`src/rtl/jc_phase_sequencer_if.sv`:
```
// Handshake/control bundle for the Johnson phase sequencer.
// JC_PAUSE_EN adds the pause control line.
interface jc_phase_sequencer_if #(
  parameter int WIDTH = 4,
  parameter int DIV_W = 8,
  parameter int IDX_W = 3
);
  logic             start;
  logic             stop;
  logic             mode;
  logic [DIV_W-1:0] dwell;
`ifdef JC_PAUSE_EN
  logic             pause;
`endif
  logic [WIDTH-1:0] q;
  logic [IDX_W-1:0] phase_idx;
  logic             step;
  logic             busy;
  logic             done;

`ifdef JC_PAUSE_EN
  modport master (
    output start, stop, mode, dwell, pause,
    input  q, phase_idx, step, busy, done
  );
  modport slave (
    input  start, stop, mode, dwell, pause,
    output q, phase_idx, step, busy, done
  );
`else
  modport master (
    output start, stop, mode, dwell,
    input  q, phase_idx, step, busy, done
  );
  modport slave (
    input  start, stop, mode, dwell,
    output q, phase_idx, step, busy, done
  );
`endif
endinterface

```
`src/rtl/jc_phase_sequencer.sv`:
```
// Johnson-counter phase sequencer with programmable dwell per phase.
// Optional JC_PAUSE_EN macro adds a pause input that freezes the run.
module jc_phase_sequencer #(
  parameter int WIDTH = 4,
  parameter int DIV_W = 8,
  parameter int IDX_W = 3
) (
  input  logic clk,
  input  logic rst,
  jc_phase_sequencer_if.slave bus
);

  typedef enum logic [1:0] {
    S_IDLE = 2'd0,
    S_RUN  = 2'd1,
    S_DONE = 2'd2
  } state_t;

  localparam logic [IDX_W-1:0] LAST =
    IDX_W'(2 * WIDTH - 1);

  state_t           state, state_n;
  logic [WIDTH-1:0] q_r, q_n;
  logic [IDX_W-1:0] idx_r, idx_n;
  logic [DIV_W-1:0] cnt_r, cnt_n;
  logic [DIV_W-1:0] dwl_r, dwl_n;
  logic             mode_r, mode_n;
  logic             pend_r, pend_n;
  logic             step_r, step_n;
  logic             busy_r, busy_n;
  logic             done_r, done_n;
  logic             hold;

`ifdef JC_PAUSE_EN
  assign hold = bus.pause;
`else
  assign hold = 1'b0;
`endif

  // State register; reset forces IDLE regardless of other inputs
  always_ff @(posedge clk) begin
    if (rst) state <= S_IDLE;
    else     state <= state_n;
  end

  // Registered datapath and outputs
  always_ff @(posedge clk) begin
    if (rst) begin
      q_r    <= '0;
      idx_r  <= '0;
      cnt_r  <= '0;
      dwl_r  <= '0;
      mode_r <= 1'b0;
      pend_r <= 1'b0;
      step_r <= 1'b0;
      busy_r <= 1'b0;
      done_r <= 1'b0;
    end else begin
      q_r    <= q_n;
      idx_r  <= idx_n;
      cnt_r  <= cnt_n;
      dwl_r  <= dwl_n;
      mode_r <= mode_n;
      pend_r <= pend_n;
      step_r <= step_n;
      busy_r <= busy_n;
      done_r <= done_n;
    end
  end

  // Next-state, dwell countdown and phase advance
  always_comb begin
    state_n = state;
    q_n     = q_r;
    idx_n   = idx_r;
    cnt_n   = cnt_r;
    dwl_n   = dwl_r;
    mode_n  = mode_r;
    pend_n  = pend_r;
    step_n  = 1'b0;
    busy_n  = busy_r;
    done_n  = 1'b0;
    unique case (state)
      S_IDLE: begin
        q_n    = '0;
        idx_n  = '0;
        busy_n = 1'b0;
        pend_n = 1'b0;
        if (bus.start && !bus.stop) begin
          mode_n  = bus.mode;
          dwl_n   = bus.dwell;
          cnt_n   = bus.dwell;
          busy_n  = 1'b1;
          state_n = S_RUN;
        end
      end
      S_RUN: begin
        busy_n = 1'b1;
        pend_n = pend_r | bus.stop;
        priority case (1'b1)
          hold: begin
          end
          (cnt_r != '0): begin
            cnt_n = cnt_r - DIV_W'(1);
          end
          default: begin
            q_n    = {q_r[WIDTH-2:0], ~q_r[WIDTH-1]};
            idx_n  = (idx_r == LAST) ? '0
                   : idx_r + IDX_W'(1);
            cnt_n  = dwl_r;
            step_n = 1'b1;
            if (idx_r == LAST && (mode_r || pend_r)) begin
              done_n  = 1'b1;
              state_n = S_DONE;
            end
          end
        endcase
      end
      S_DONE: begin
        q_n     = '0;
        idx_n   = '0;
        busy_n  = 1'b0;
        pend_n  = 1'b0;
        state_n = S_IDLE;
      end
      default: begin
        q_n     = '0;
        idx_n   = '0;
        busy_n  = 1'b0;
        pend_n  = 1'b0;
        state_n = S_IDLE;
      end
    endcase
  end

  assign bus.q         = q_r;
  assign bus.phase_idx = idx_r;
  assign bus.step      = step_r;
  assign bus.busy      = busy_r;
  assign bus.done      = done_r;

endmodule

```
`src/flat_wrapper.sv`:
```
// flat-port wrapper written by rule: the top's interface ports become plain ports
module jc_phase_sequencer_flat 
#(
  parameter int WIDTH = 4,
  parameter int DIV_W = 8,
  parameter int IDX_W = 3
)
  (clk, rst, bus_start, bus_stop, bus_mode, bus_dwell, bus_q, bus_phase_idx, bus_step, bus_busy, bus_done);
  jc_phase_sequencer_if #(.WIDTH(WIDTH), .DIV_W(DIV_W), .IDX_W(IDX_W)) bus_i ();
  input  logic clk;
  input  logic rst;
  input wire logic [$bits(bus_i.start)-1:0] bus_start;
  input wire logic [$bits(bus_i.stop)-1:0] bus_stop;
  input wire logic [$bits(bus_i.mode)-1:0] bus_mode;
  input wire logic [$bits(bus_i.dwell)-1:0] bus_dwell;
  output wire logic [$bits(bus_i.q)-1:0] bus_q;
  output wire logic [$bits(bus_i.phase_idx)-1:0] bus_phase_idx;
  output wire logic [$bits(bus_i.step)-1:0] bus_step;
  output wire logic [$bits(bus_i.busy)-1:0] bus_busy;
  output wire logic [$bits(bus_i.done)-1:0] bus_done;
  assign bus_i.start = bus_start;
  assign bus_i.stop = bus_stop;
  assign bus_i.mode = bus_mode;
  assign bus_i.dwell = bus_dwell;
  assign bus_q = bus_i.q;
  assign bus_phase_idx = bus_i.phase_idx;
  assign bus_step = bus_i.step;
  assign bus_busy = bus_i.busy;
  assign bus_done = bus_i.done;
  jc_phase_sequencer #(.WIDTH(WIDTH), .DIV_W(DIV_W), .IDX_W(IDX_W)) u_core (.clk(clk), .rst(rst), .bus(bus_i));
endmodule
```
`config.mk`:
```
export PLATFORM = sky130hd
export DESIGN_NAME = jc_phase_sequencer_flat
export DESIGN_NICKNAME = d
export VERILOG_FILES = /design/src/rtl/jc_phase_sequencer_if.sv /design/src/rtl/jc_phase_sequencer.sv /design/src/flat_wrapper.sv
export SDC_FILE = /design/constraint.sdc
export NUM_CORES = 1
export LEC_CHECK = 0
export CORE_ASPECT_RATIO = 1.5
export CORE_MARGIN = 8
export CORE_UTILIZATION = 40
export CTS_CLUSTER_SIZE = 8
export DETAILED_ROUTE_END_ITERATION = 10
export GPL_ROUTABILITY_DRIVEN = 0
export SLEW_MARGIN = 0
export SYNTH_ARGS = -nofsm -noshare
export SYNTH_HDL_FRONTEND = slang
export SYNTH_SLANG_ARGS = --single-unit
```
`constraint.sdc`:
```
create_clock -name clk -period 2.3 [get_ports clk]
set_input_delay 0.46 -clock clk [delete_from_list [all_inputs] [get_ports clk]]
set_output_delay 0.46 -clock clk [all_outputs]
set_load 0.03 [all_outputs]
```
# After elaboration in Yosys (flattened, before gate mapping)
# Index checks and enable logic that the tools add are counted.
word_totals:
  latch_bits: 0
  output_inout_bits: 10
  rom_bits: 0
  input_bits: 13
  reg_bits: 30
  ramBits: 0
  mem_count: 0
classes:
  n_eq_ne: 5
  mux: 12
  n_lt_le_gt_ge: 0
  multipliers: 0
  n_reduce_logical: 12
  div_mod_pow: 0
  add_sub_neg: 2
  n_bitwise: 3
  shifts: 0
op_table:
  columns: ["operator", "n"]
  rows:
  - ["$mux 8", 2]
  - ["$pmux 8 s2", 1]
  - ["$reduce_bool 8->1", 1]
  - ["$sub 8x1->8 const B", 1]
  - ["$mux 2", 3]
  - ["$ne 2x1->1 const B", 2]
  - ["$pmux 2 s2", 1]
  - ["$reduce_and 2->1", 2]
  - ["$add 3x1->3 const B", 1]
  - ["$eq 3x3->1 const B", 1]
  - ["$mux 1", 3]
  - ["$mux 3", 1]
  - ["$reduce_and 3->1", 1]
  - ["$reduce_or 3->1", 1]
  - ["$eq 2x1->1 const B", 1]
  - ["$logic_and 1x1->1", 2]
  - ["$logic_not 2->1", 1]
  - ["$ne 2x2->1 const B", 1]
  - ["$not 1->1", 2]
  - ["$pmux 1 s2", 1]
  - ["$reduce_bool 2->1", 1]
  - ["$reduce_or 2->1", 1]
  - ["$logic_not 1->1", 1]
  - ["$logic_or 1x1->1", 1]
  - ["$or 1x1->1", 1]

# Depth between registers and ports, before layout
# Gate-level depths: netlist of the first run.
logic_depth:
  ltp_word: 5
  mapped_depth: 8

# Least setup slack after synthesis of the first run
# No wires, ideal clock.
synth_timing:
  kind: "register to register"
  startpoint: "reg u_core.cnt_r[4]"
  endpoint: "reg u_core.idx_r[0], in the netlist u_core.bus.phase_idx[0]"
  t_arrival_ns: 1.784
  path_buffers: 1
  setup_slack_ns: 0.446
  path_stages_with_launch: 6
  path_cell_list: "dfxtp_1 or4_4 or3_1 buf_6 or3_1 a21oi_1"
synth_via:
  elab_chain_cells: 1
synth_rtl:
  columns: ["element", "line_no", "text"]
  rows:
  - ["start, declared", "jc_phase_sequencer.sv:25", "logic [DIV_W-1:0] cnt_r, cnt_n;"]
  - ["start signal, assigned", "jc_phase_sequencer.sv:61", "cnt_r <= cnt_n;"]
  - ["$reduce_bool 8->1", "jc_phase_sequencer.sv:103", "(cnt_r != '0): begin"]
  - ["end signal, assigned", "jc_phase_sequencer.sv:60", "idx_r <= idx_n;"]
  - ["end, declared", "jc_phase_sequencer.sv:24", "logic [IDX_W-1:0] idx_r, idx_n;"]
# No other way between the ends.
# A chain may end at the register's enable or synchronous reset.

# Final worst setup path of the first run
# Ends and elaborated chain as after synthesis.

==> results.rst, run 1 <==
.. list-table::
   :header-rows: 1

   * - Metric
     - Value
   * - Final slew viol count
     - 0
   * - Share of post-route cells with drive strength above 1
     - 10.4%
   * - Leftover overflow at the end of global routing
     - 0
   * - Number of antenna violations at the first check in global routing
     - 0
   * - # Post-CTS Setup Buffers
     - 0
   * - Root buffer selected by CTS
     - sky130_fd_sc_hd__clkbuf_8
   * - Met2 Resource Use GR
     - 21.1%
   * - Async set-reset flop share out of synthesis
     - 0%
   * - Share of the yosys chip area belonging to registers
     - 46.1%
   * - Highest Clock Rate
     - 493 MHz
   * - Max Cap Violations
     - 0
   * - Clock period minus final worst setup slack
     - 2.03 ns
   * - Area of the die
     - 5380 um2
   * - Setup repair after global routing missed its margin
     - false
   * - Number of warning messages in the yosys log
     - 0
   * - Most used flip-flop cell after synthesis
     - sky130_fd_sc_hd__dfxtp_1
   * - Count of flip-flops with a built-in enable after synthesis
     - 0
   * - Min-delay worst type
     - flip-flop to flip-flop
   * - Setup violations, final
     - 0
   * - Outcome
     - finished, final reports clean
   * - Filler cell count
     - 306
   * - Clock Sinks
     - 30
   * - Average vias per placed instance
     - 5.23
   * - Power density cells
     - 794 nW/um2
   * - Routed WL per cell
     - 14.2 um
   * - Number of hold-slack violations in the final timing report
     - 0
   * - Worst endpoint data arrival time
     - 2.24 ns
   * - CTS buffer count
     - 5
   * - Number of input and output port buffers inserted
     - 22
   * - Final Routed Wirelength
     - 3.16 mm
   * - Clk Latency, worst-skew pair
     - 0.29 ns
   * - Worst-case headroom to the max-slew limit
     - 65.2%
   * - Total vias in the final route
     - 1167
   * - Core outline area
     - 3130 um2
   * - Clock input transition at the sequential cells of the worst setup and hold paths
     - 0.06 ns
   * - Critical path class
     - flip-flop to flip-flop
   * - Transition time at the pin with the least slew margin
     - 0.522 ns
   * - Element type at the critical path start
     - flip-flop
   * - Diodes inserted
     - 0
   * - I/O pin count
     - 23
   * - Total nets after synthesis
     - 171
   * - Synthesized area divided by synthesized cell count
     - 8.47 um2
   * - Worst Reg-to-Reg Cells
     - 5
   * - Die W
     - 62.6 um
   * - Detailed-route DRC error count
     - 0
   * - Clock tree from TritonCTS
     - done
   * - Worst-case setup slack after placement
     - 0.0830 ns
   * - Hold-critical path depth
     - 2
   * - Peak supply drop
     - 0.390 mV
   * - Worst clock skew on the final layout
     - 0.00526 ns
   * - Top Usage Layer GRT
     - met2
   * - Crit path capture type
     - flip-flop
   * - Number of global-route vias before repair
     - 1180
   * - Largest fanout on the critical path
     - 11
   * - Count of unique library cells instantiated by Yosys
     - 36
   * - Synth Instances
     - 154
   * - HPWL after detailed placement
     - 2.28 mm
   * - Period utilisation layout
     - 88.1%
   * - NumNets Final
     - 199
   * - Synthesis-to-layout area growth
     - 29.8%
   * - GR met3 Demand/Resource
     - 6.13%
   * - Overall Global Routing Usage
     - 12.6%
   * - Fin Setup TNS
     - 0 ns
   * - Pre-antenna DRT Iters
     - 5
   * - CP required
     - 2.51 ns
   * - Number of nets still failing antenna checks after routing
     - 0
   * - Leakage component of the power
     - 0.635 nW
   * - Die extent in y
     - 85.9 um
   * - Starting density of the core
     - 41.7%
   * - First-pass GRT wire length
     - 5.29 mm
   * - Number of placement rows
     - 25
   * - Worst-case setup margin in the final layout
     - 0.273 ns
   * - Total of hold buffers inserted after clock tree synthesis
     - 0
   * - Number of synthesized register bits
     - 30
   * - Grt met1 use
     - 12.4%
   * - Number of H-tree branching levels
     - 2
   * - Netlist area before placement
     - 1300 um2
   * - Clock Tree Buf Depth
     - 2
   * - Post-CTS Resized
     - 0
   * - Iteration-0 DRC Markers
     - 36
   * - Maximum number of pins on one net before global-route repair
     - 20
==> placed cells by master (no fill, tap or decap), types with 2 or more instances in the layout <==
master,synthesis,layout
sky130_fd_sc_hd__clkbuf_8,0,6
sky130_fd_sc_hd__nand3_1,2,2
sky130_fd_sc_hd__o21ai_0,2,2
sky130_fd_sc_hd__nor3_1,4,4
sky130_fd_sc_hd__nor2_1,10,10
sky130_fd_sc_hd__clkdlybuf4s50_1,0,22
sky130_fd_sc_hd__xor2_1,3,3
sky130_fd_sc_hd__inv_1,2,2
sky130_fd_sc_hd__dfxtp_1,30,30
sky130_fd_sc_hd__or3_1,3,3
sky130_fd_sc_hd__o32ai_1,3,3
sky130_fd_sc_hd__nand2_1,33,33
sky130_fd_sc_hd__a21boi_0,5,5
sky130_fd_sc_hd__ha_1,4,4
sky130_fd_sc_hd__buf_4,0,9
sky130_fd_sc_hd__o31a_1,2,2
sky130_fd_sc_hd__nand2b_1,3,3
sky130_fd_sc_hd__mux2i_1,2,2
sky130_fd_sc_hd__a21oi_1,19,19
==> worst max-delay path, cell delays in order, from the launching register on <==
cell and delay [ns]:
sky130_fd_sc_hd__dfxtp_1 0.37, sky130_fd_sc_hd__or4_4 0.57, sky130_fd_sc_hd__or3_1 0.38, sky130_fd_sc_hd__buf_4 0.19
sky130_fd_sc_hd__or3_1 0.31, sky130_fd_sc_hd__a21oi_1 0.13
==> final timing paths <==
| path | to | from | slack (ns) |
|---|---|---|---|
| setup / recovery | u_core.bus.phase_idx[0] | u_core.cnt_r[4] | 0.27 |
| hold / removal | u_core.dwl_r[2] | u_core.dwl_r[2] | 0.46 |
| setup reg to reg | u_core.bus.phase_idx[0] | u_core.cnt_r[4] | 0.27 |
| hold reg to reg | u_core.dwl_r[2] | u_core.dwl_r[2] | 0.46 |
==> Yosys cell counts (2+ instances only) <==
library cell | n | area share (%)
sky130_fd_sc_hd__a21boi_0 | 5 | 2.9
sky130_fd_sc_hd__a21oi_1 | 19 | 7.3
sky130_fd_sc_hd__buf_2 | 2 | 0.77
sky130_fd_sc_hd__clkbuf_1 | 7 | 2.0
sky130_fd_sc_hd__dfxtp_1 | 30 | 46
sky130_fd_sc_hd__ha_1 | 4 | 3.8
sky130_fd_sc_hd__inv_1 | 2 | 0.58
sky130_fd_sc_hd__mux2i_1 | 2 | 1.5
sky130_fd_sc_hd__nand2_1 | 33 | 9.5
sky130_fd_sc_hd__nand2b_1 | 3 | 1.4
sky130_fd_sc_hd__nand3_1 | 2 | 0.77
sky130_fd_sc_hd__nor2_1 | 10 | 2.9
sky130_fd_sc_hd__nor3_1 | 4 | 1.5
sky130_fd_sc_hd__o21ai_0 | 2 | 0.77
sky130_fd_sc_hd__o31a_1 | 2 | 1.3
sky130_fd_sc_hd__o32ai_1 | 3 | 2.0
sky130_fd_sc_hd__or3_1 | 3 | 1.4
sky130_fd_sc_hd__xor2_1 | 3 | 2.0
==> metal layers <==
| metal | vias up | part of all wire, % |
|---|---|---|
| li1 | 593 | - |
| met5 | - | 0 |
| met3 | 6 | 5.6 |
| met2 | 29 | 52 |
| met4 | 0 | 1.9 |
| met1 | 539 | 41 |
==> area by class of cell <==
type / instances / area [um2] / area share [%]
Multi-Input combinational cell: 112 / 654 / 38.7
Inverter: 2 / 7.51 / 0.444
Clock inverter: 1 / 5.00 / 0.296
Sequential cell: 30 / 601 / 35.5
Tap cell: 40 / 50.0 / 2.96
Clock buffer: 7 / 86.3 / 5.10
Timing Repair Buffer: 31 / 288 / 17.0
==> state kept, by name, indices dropped and copies added (netlist names) <==
register / count
u_core.cnt_r: 8
u_core.dwl_r: 8
u_core.bus.q: 4
u_core.bus.phase_idx: 3
u_core.state: 2
u_core.bus.busy: 1
u_core.bus.done: 1
u_core.bus.step: 1
u_core.mode_r: 1
u_core.pend_r: 1
==> report_power, final <==
part	internal, mW	total (mW)	switching [mW]	leakage (nW)
combinational	0.150	0.329	0.178	0.343
sequential	0.550	0.577	0.0274	0.244
clock	0.241	0.437	0.196	0.0482
==> per-stage QoR <==
stage                     std cells  util, %  power [mW]  area [um2]  hold slack [ns]
after floorplan                 154        -       0.812        1300            0.429
after global placement          215     51.2       0.908        1600            0.445
after detailed placement        215     51.2       0.915        1600            0.450
after CTS                       223     54.1        1.35        1690            0.458
after global routing            223     54.1        1.42        1690            0.473
final                           223     54.1        1.34        1690            0.459
==> cells by family (layout without fill, tap and decap cells) <==
family                     after synthesis  after routing  share of synthesized area [%]
and+or+nand+nor                         63             63                           22.6
adders and majority gates                4              4                           3.84
xor gates and xnor gates                 4              4                           2.69
AOI/OAI and AO/OA                       39             39                           19.1
muxes                                    2              2                           1.54
DFF                                     30             30                           46.1
buffers and inverters                   12             41                           4.22
(Power assumes the default switching activity.)
==> run 2, diff against run 1 <==
--- a/config.mk
+++ b/config.mk
@@ -6,12 +6,11 @@
 export NUM_CORES = 1
 export LEC_CHECK = 0
 export CORE_ASPECT_RATIO = 1.5
-export CORE_MARGIN = 8
-export CORE_UTILIZATION = 40
+export CORE_UTILIZATION = 50
 export CTS_CLUSTER_SIZE = 8
 export DETAILED_ROUTE_END_ITERATION = 10
 export GPL_ROUTABILITY_DRIVEN = 0
-export SLEW_MARGIN = 0
+export PLACE_DENSITY = 0.76
 export SYNTH_ARGS = -nofsm -noshare
 export SYNTH_HDL_FRONTEND = slang
 export SYNTH_SLANG_ARGS = --single-unit
==> run 2 against run 1 <==
  * The run now ends with DRC left
  * Wire length decreased by 5.8%
  * Clock power down 5.7%
  * Count of clock-buffer cells in the layout decreased by 2
  * Critical path depth down 1
  * Register-to-register slack got worse by 0.08 ns
  * Design area fell by 2.4%
  * Hold slack improved by 0.00095 ns
  * Maximum frequency down 3.9%
  * Utilization up 13 points
  * Worst setup slack lost 0.081 ns
  * Critical endpoint is now u_core.cnt_r[4]
  * Highest routed layer unchanged
==> results.rst, run 2 (synthesis gave the netlist of run 1 again) <==
.. list-table::
   :header-rows: 1

   * - Metric
     - Value
   * - Peak supply drop
     - 0.521 mV (+34%)
   * - Highest Clock Rate
     - 474 MHz (-3.9%)
   * - Area of the die
     - 2820 um2 (-48%)
   * - Portion of total power attributed to the clock network
     - 31.4% (-1.1 points)
   * - DP Cell Count
     - 198 (-7.9%)
   * - Leftover overflow at the end of global routing
     - 0 (unchanged)
   * - Register-to-register setup slack
     - 0.19 ns (-0.08 ns)
   * - Clock Tree Buf Depth
     - 2 (unchanged)
   * - # Post-CTS Setup Buffers
     - 0 (unchanged)
   * - Setup repair after global routing missed its margin
     - false
   * - Power density cells
     - 795 nW/um2 (about the same)
   * - Iteration-0 DRC Markers
     - 44 (+22%)
   * - Total of hold buffers inserted after clock tree synthesis
     - 0 (unchanged)
   * - NumNets Final
     - 198 (-0.50%)
   * - Most common cell after layout, fill and taps aside
     - sky130_fd_sc_hd__nand2_1
   * - CP required
     - 2.54 ns (+0.03 ns)
   * - Final Routed Wirelength
     - 2.98 mm (-5.8%)
   * - Number of hold-slack violations in the final timing report
     - 0 (unchanged)
   * - NetSw
     - 0.394 mW (-1.9%)
   * - Clock period minus final worst setup slack
     - 2.11 ns (+0.0812 ns)
   * - Share of total power in sequential cells
     - 43.9% (+0.9 points)
   * - Maximum number of pins on one net before global-route repair
     - 20 (unchanged)
   * - Max Cap Violations
     - 0 (unchanged)
   * - Clock tree from TritonCTS
     - done
   * - Total vias in the final route
     - 1224 (+4.9%)
   * - Critical path class
     - flip-flop to flip-flop
   * - Diodes inserted
     - 0 (unchanged)
   * - Period utilisation layout
     - 91.7% (+3.5 points)
   * - Element type at the critical path start
     - flip-flop
   * - Post-CTS Resized
     - 0 (unchanged)
   * - Worst-case headroom to the max-slew limit
     - 66.7% (+1.5 points)
   * - Crit path largest cell delay
     - 0.59 ns (+0.02 ns)
   * - Transition time at the pin with the least slew margin
     - 0.500 ns (-0.0224 ns)
   * - Leakage component of the power
     - 0.628 nW (-1.2%)
   * - Worst endpoint data arrival time
     - 2.35 ns (+0.11 ns)
   * - Internal power
     - 0.917 mW (-2.5%)
   * - Root buffer selected by CTS
     - sky130_fd_sc_hd__clkbuf_4
   * - Final std cells w/o fill
     - 206 (-7.6%)
   * - Detailed-route DRC error count
     - 4 (+4)
   * - Bufs and invs on worst path
     - 0 (-1)
   * - Number of H-tree branching levels
     - 2 (unchanged)
   * - Outcome
     - complete, but fails checks
   * - Number of antenna violations at the first check in global routing
     - 0 (unchanged)
   * - Synthesis-to-layout area growth
     - 26.6%
   * - Pre-antenna DRT Iters
     - 7 (+2)
   * - Largest fanout on the critical path
     - 12 (+1)
   * - Post-route cell area
     - 1650 um2 (-2.4%)
   * - CTS buffer count
     - 5 (unchanged)
   * - Slowest stage cell, crit path
     - sky130_fd_sc_hd__or3_1
   * - Final slew viol count
     - 0 (unchanged)
   * - Routed WL per cell
     - 14.4 um (+2.0%)
   * - Most frequent cells in the layout
     - 33 x sky130_fd_sc_hd__nand2_1, 30 x sky130_fd_sc_hd__dfxtp_1, 22 x sky130_fd_sc_hd__clkdlybuf4s50_1
   * - Worst-path cell chain
     - or4_4 > or3_1 > mux2i_1 > a221oi_1
   * - Fin Setup TNS
     - 0 ns (unchanged)
   * - Share of post-route cells with drive strength above 1
     - 10.4% (+0.057 points)
   * - Worst clock skew on the final layout
     - 0.0128 ns (+0.00752 ns)
   * - Proportion of power drawn by combinational gates
     - 24.6% (about the same)
   * - Overall Global Routing Usage
     - 23.7% (+11 points)
   * - Die W
     - 43.7 um (-30%)
   * - Die extent in y
     - 64.5 um (-25%)
   * - Family of cells with the greatest summed delay on the critical path
     - simple AND/OR/NAND/NOR gates
   * - Min-delay worst type
     - flip-flop to flip-flop
   * - Number of nets still failing antenna checks after routing
     - 0 (unchanged)
   * - First-pass GRT wire length
     - 4.93 mm (-6.8%)
   * - Failing checks
     - DRC
   * - Number of global-route vias before repair
     - 1157 (-1.9%)
   * - Starting density of the core
     - 53.2% (+12 points)
   * - Core outline area
     - 2450 um2 (-22%)
   * - Setup violations, final
     - 0 (unchanged)
   * - Clk Latency, worst-skew pair
     - 0.34 ns (+0.05 ns)
   * - Total cell area at the placement stage
     - 1570 um2 (-1.7%)
   * - Clock Sinks
     - 30 (unchanged)
   * - HPWL after detailed placement
     - 2.03 mm (-11%)
   * - Clock input transition at the sequential cells of the worst setup and hold paths
     - 0.09 ns (+0.03 ns)
   * - Number of input and output port buffers inserted
     - 22 (unchanged)
   * - I/O pin count
     - 23 (unchanged)
   * - Average vias per placed instance
     - 5.94 (+14%)
   * - Switching share of power
     - 30.0% (+0.13 points)
   * - Number of placement rows
     - 22 (-12%)
   * - Crit path capture type
     - flip-flop
==> run 2: cell count changes in the layout (fill, tap and decap cells not counted) <==
cell and delta:
sky130_fd_sc_hd__buf_4 -1, sky130_fd_sc_hd__bufinv_16 +1, sky130_fd_sc_hd__clkbuf_1 -1, sky130_fd_sc_hd__clkbuf_4 +5, sky130_fd_sc_hd__clkbuf_8 -6, sky130_fd_sc_hd__clkinv_2 +1
==> run 2: stage by stage <==
| stage | hold WS [ns] | utilization, % | total power, mW | worst slack, ns |
|---|---|---|---|---|
| 2_1_floorplan | 0.429 | - | 0.812 | 0.446 |
| 5_1_grt | 0.485 | 67.4 | 1.38 | 0.113 |
| 3_5_place_dp | 0.449 | 64.2 | 0.905 | 0.0688 |
| 3_3_place_gp | 0.443 | 64.2 | 0.897 | 0.148 |
| 4_1_cts | 0.463 | 67.4 | 1.32 | 0.183 |
| 6_report | 0.460 | 67.4 | 1.31 | 0.192 |
==> run 2: final cells by class <==
class,count,area (um2)
Sequential cell,30,601
Inverter,2,7.51
Tap cell,24,30.0
Clock inverter,3,40.0
Timing Repair Buffer,30,280
Fill cell,212,800
Multi-Input combinational cell,112,654
Clock buffer,5,37.5
==> run 2: path summary, 6_finish.rpt <==
kind	start	endpoint	cells after the start
max	u_core.cnt_r[4]	u_core.cnt_r[4]	4
max reg2reg	u_core.cnt_r[4]	u_core.cnt_r[4]	4
min reg2reg	u_core.dwl_r[5]	u_core.dwl_r[5]	2
min	u_core.dwl_r[5]	u_core.dwl_r[5]	2
==> run 2: worst register-to-register path, stage by stage (launching register included) <==
cell and delay (ns):
sky130_fd_sc_hd__dfxtp_1 0.37, sky130_fd_sc_hd__or4_4 0.56, sky130_fd_sc_hd__or3_1 0.59, sky130_fd_sc_hd__mux2i_1 0.20, sky130_fd_sc_hd__a221oi_1 0.30
==> run 2: power groups by stage <==
stage          logic (mW)  registers (mW)  clock network, mW
6_report            0.323           0.576              0.412
5_1_grt             0.355           0.580              0.440
4_1_cts             0.323           0.575              0.417
3_5_place_dp        0.318           0.587                  0
3_3_place_gp        0.312           0.585                  0
2_1_floorplan       0.224           0.588                  0
==> run 2: routing by layer <==
metal | routed length, um | vias to the layer above | GRT usage, %
met5 | 0 | - | 0
met1 | 1090 | 592 | 23.9
met4 | 43 | 0 | 9.38
met2 | 1670 | 36 | 43.7
met3 | 167 | 6 | 6.69
li1 | - | 590 | -
==> run 3, diff against run 2 <==
--- a/config.mk
+++ b/config.mk
@@ -11,6 +11,7 @@
 export DETAILED_ROUTE_END_ITERATION = 10
 export GPL_ROUTABILITY_DRIVEN = 0
 export PLACE_DENSITY = 0.76
+export SETUP_SLACK_MARGIN = 0.2
 export SYNTH_ARGS = -nofsm -noshare
 export SYNTH_HDL_FRONTEND = slang
 export SYNTH_SLANG_ARGS = --single-unit
==> run 3 against run 2 <==
  * Via count fell by 0.16%
  * Sequential share of layout area fell by 0.11 points
  * Sequential power barely moved
  * The run still ends with DRC left
  * Non-clock buffer count did not move
  * Cell count did not move
  * Total power rose by 0.53%
==> results.rst, run 3 (synthesis gave the netlist of run 1 again) <==
.. list-table::
   :header-rows: 1

   * - Metric
     - Value
   * - Outcome
     - complete, but fails checks
   * - Failing checks
     - DRC
   * - Number of input and output port buffers inserted
     - 22 (unchanged)
   * - Clock tree from TritonCTS
     - done
   * - Worst clock skew on the final layout
     - 0.00991 ns (-0.00287 ns)
   * - Number of hold-slack violations in the final timing report
     - 0 (unchanged)
   * - Final std cells w/o fill
     - 206 (unchanged)
   * - Routed wl met3
     - 174 um (+4.2%)
   * - Family of cells with the greatest summed delay on the critical path
     - simple AND/OR/NAND/NOR gates
   * - Worst-path cell chain
     - or4_4 > or3_4 > mux2i_1 > a221oi_1
   * - Number of placement rows
     - 22 (unchanged)
   * - First-pass GRT wire length
     - 4.95 mm (+0.43%)
   * - Clk Latency, worst-skew pair
     - 0.34 ns (about the same)
   * - # Post-CTS Setup Buffers
     - 0 (unchanged)
   * - Die W
     - 43.7 um (unchanged)
   * - Number of nets still failing antenna checks after routing
     - 0 (unchanged)
   * - I/O pin count
     - 23 (unchanged)
   * - Worst endpoint data arrival time
     - 2.18 ns (-0.17 ns)
   * - Die extent in y
     - 64.5 um (unchanged)
   * - Routed met1 length
     - 1.05 mm (-4.1%)
   * - Total of hold buffers inserted after clock tree synthesis
     - 0 (unchanged)
   * - Iteration-0 DRC Markers
     - 54 (+23%)
   * - Setup violations, final
     - 0 (unchanged)
   * - Max Cap Violations
     - 0 (unchanged)
   * - Clock period minus final worst setup slack
     - 1.93 ns (-0.175 ns)
   * - Top Metal Used
     - met4
   * - Number of H-tree branching levels
     - 2 (unchanged)
   * - HPWL after detailed placement
     - 2.03 mm (unchanged)
   * - CTS buffer count
     - 5 (unchanged)
   * - Bufs and invs on worst path
     - 0 (unchanged)
   * - Pre-antenna DRT Iters
     - 7 (unchanged)
   * - Critical path class
     - flip-flop to flip-flop
   * - Transition time at the pin with the least slew margin
     - 0.482 ns (-0.0175 ns)
   * - Power density cells
     - 796 nW/um2 (+0.23%)
   * - Leftover overflow at the end of global routing
     - 0 (unchanged)
   * - Leakage component of the power
     - 0.628 nW (+0.12%)
   * - NumNets Final
     - 198 (unchanged)
   * - Fin Setup TNS
     - 0 ns (unchanged)
   * - Final slew viol count
     - 0 (unchanged)
   * - Synthesis-to-layout area growth
     - 27.0%
   * - DP Cell Count
     - 198 (unchanged)
   * - Starting density of the core
     - 53.2% (unchanged)
   * - Core outline area
     - 2450 um2 (unchanged)
   * - Crit path largest cell delay
     - 0.57 ns (-0.02 ns)
   * - Met2 Routed Length
     - 1.68 mm (+0.78%)
   * - Number of global-route vias before repair
     - 1156 (-0.086%)
   * - Root buffer selected by CTS
     - sky130_fd_sc_hd__clkbuf_4
   * - Worst-case headroom to the max-slew limit
     - 67.8% (+1.2 points)
   * - Most common cell after layout, fill and taps aside
     - sky130_fd_sc_hd__nand2_1
   * - Clock Sinks
     - 30 (unchanged)
   * - Largest fanout on the critical path
     - 12 (unchanged)
   * - Detailed-route DRC error count
     - 4 (unchanged)
   * - Area of the die
     - 2820 um2 (unchanged)
   * - Final Routed Wirelength
     - 2.96 mm (-0.60%)
   * - Clock Tree Buf Depth
     - 2 (unchanged)
   * - Share of post-route cells with drive strength above 1
     - 11.0% (+0.55 points)
   * - Peak supply drop
     - 0.521 mV (+0.10%)
   * - Overall Global Routing Usage
     - 23.7% (unchanged)
   * - Crit path capture type
     - flip-flop
   * - Number of antenna violations at the first check in global routing
     - 0 (unchanged)
   * - Min-delay worst type
     - flip-flop to flip-flop
   * - Highest Clock Rate
     - 517 MHz (+9.0%)
   * - Setup repair after global routing missed its margin
     - false
   * - Routed WL per cell
     - 14.4 um (-0.60%)
   * - CP required
     - 2.54 ns (about the same)
   * - Diodes inserted
     - 0 (unchanged)
   * - Period utilisation layout
     - 84.1% (-7.6 points)
   * - Most frequent cells in the layout
     - 33 x sky130_fd_sc_hd__nand2_1, 30 x sky130_fd_sc_hd__dfxtp_1, 22 x sky130_fd_sc_hd__clkdlybuf4s50_1
   * - Clock input transition at the sequential cells of the worst setup and hold paths
     - 0.09 ns (about the same)
   * - Maximum number of pins on one net before global-route repair
     - 20 (unchanged)
   * - Average vias per placed instance
     - 5.93 (-0.16%)
   * - Total vias in the final route
     - 1222 (-0.16%)
   * - Element type at the critical path start
     - flip-flop
   * - Slowest stage cell, crit path
     - sky130_fd_sc_hd__or4_4
==> run 3: changes by cell type in the layout (fill, tap and decap cells not counted) <==
| cell | delta |
|---|---|
| sky130_fd_sc_hd__or3_1 | -1 |
| sky130_fd_sc_hd__or3_4 | +1 |
==> run 3: what timing repair did <==
item | CTS | global route
endpoints found under the hold margin | 0 | 0
resized for setup | 1 | 0
endpoints found under the setup margin | 3 | 0
==> run 3: worst min-delay path, delay by kind of cell, from the launching register on <==
| family | cells | cell delay [ns] |
|---|---|---|
| flops | 1 | 0.32 |
| compound gates | 1 | 0.05 |
| simple gates | 1 | 0.05 |
==> run 3: layout make-up <==
type	instances	area, um2
Sequential cell	30	601
Clock buffer	5	37.5
Multi-Input combinational cell	112	659
Clock inverter	3	40.0
Fill cell	209	795
Inverter	2	7.51
Tap cell	24	30.0
Timing Repair Buffer	30	280
==> run 3: final timing paths <==
kind	from	endpoint	slack, ns	depth (start not counted)
max reg2reg	u_core.cnt_r[4]	u_core.cnt_r[4]	0.37	4
min	u_core.dwl_r[5]	u_core.dwl_r[5]	0.46	2
max	u_core.cnt_r[4]	u_core.cnt_r[4]	0.37	4
min reg2reg	u_core.dwl_r[5]	u_core.dwl_r[5]	0.46	2
==> run 3: metrics by stage <==
stage               area (um2)  power, mW  hold WS (ns)  worst slack [ns]  utilization [%]
floorplan                 1300      0.812         0.429             0.446                -
global placement          1570      0.897         0.443             0.148             64.2
detailed placement        1570      0.905         0.449            0.0688             64.2
CTS                       1660       1.32         0.463             0.353             67.6
global route              1660       1.38         0.485             0.295             67.6
finish                    1660       1.32         0.460             0.366             67.6
==> run 3: routing by layer <==
| metal | global-route usage [%] | vias to the layer above |
|---|---|---|
| met2 | 42.9 | 40 |
| met4 | 9.38 | 0 |
| met3 | 6.69 | 6 |
| met5 | 0 | - |
| li1 | - | 590 |
| met1 | 24.6 | 586 |
==> run 3: power by group <==
part | internal [mW] | switching [mW]
combinational | 0.149 | 0.180
clock | 0.225 | 0.188
sequential | 0.549 | 0.0272
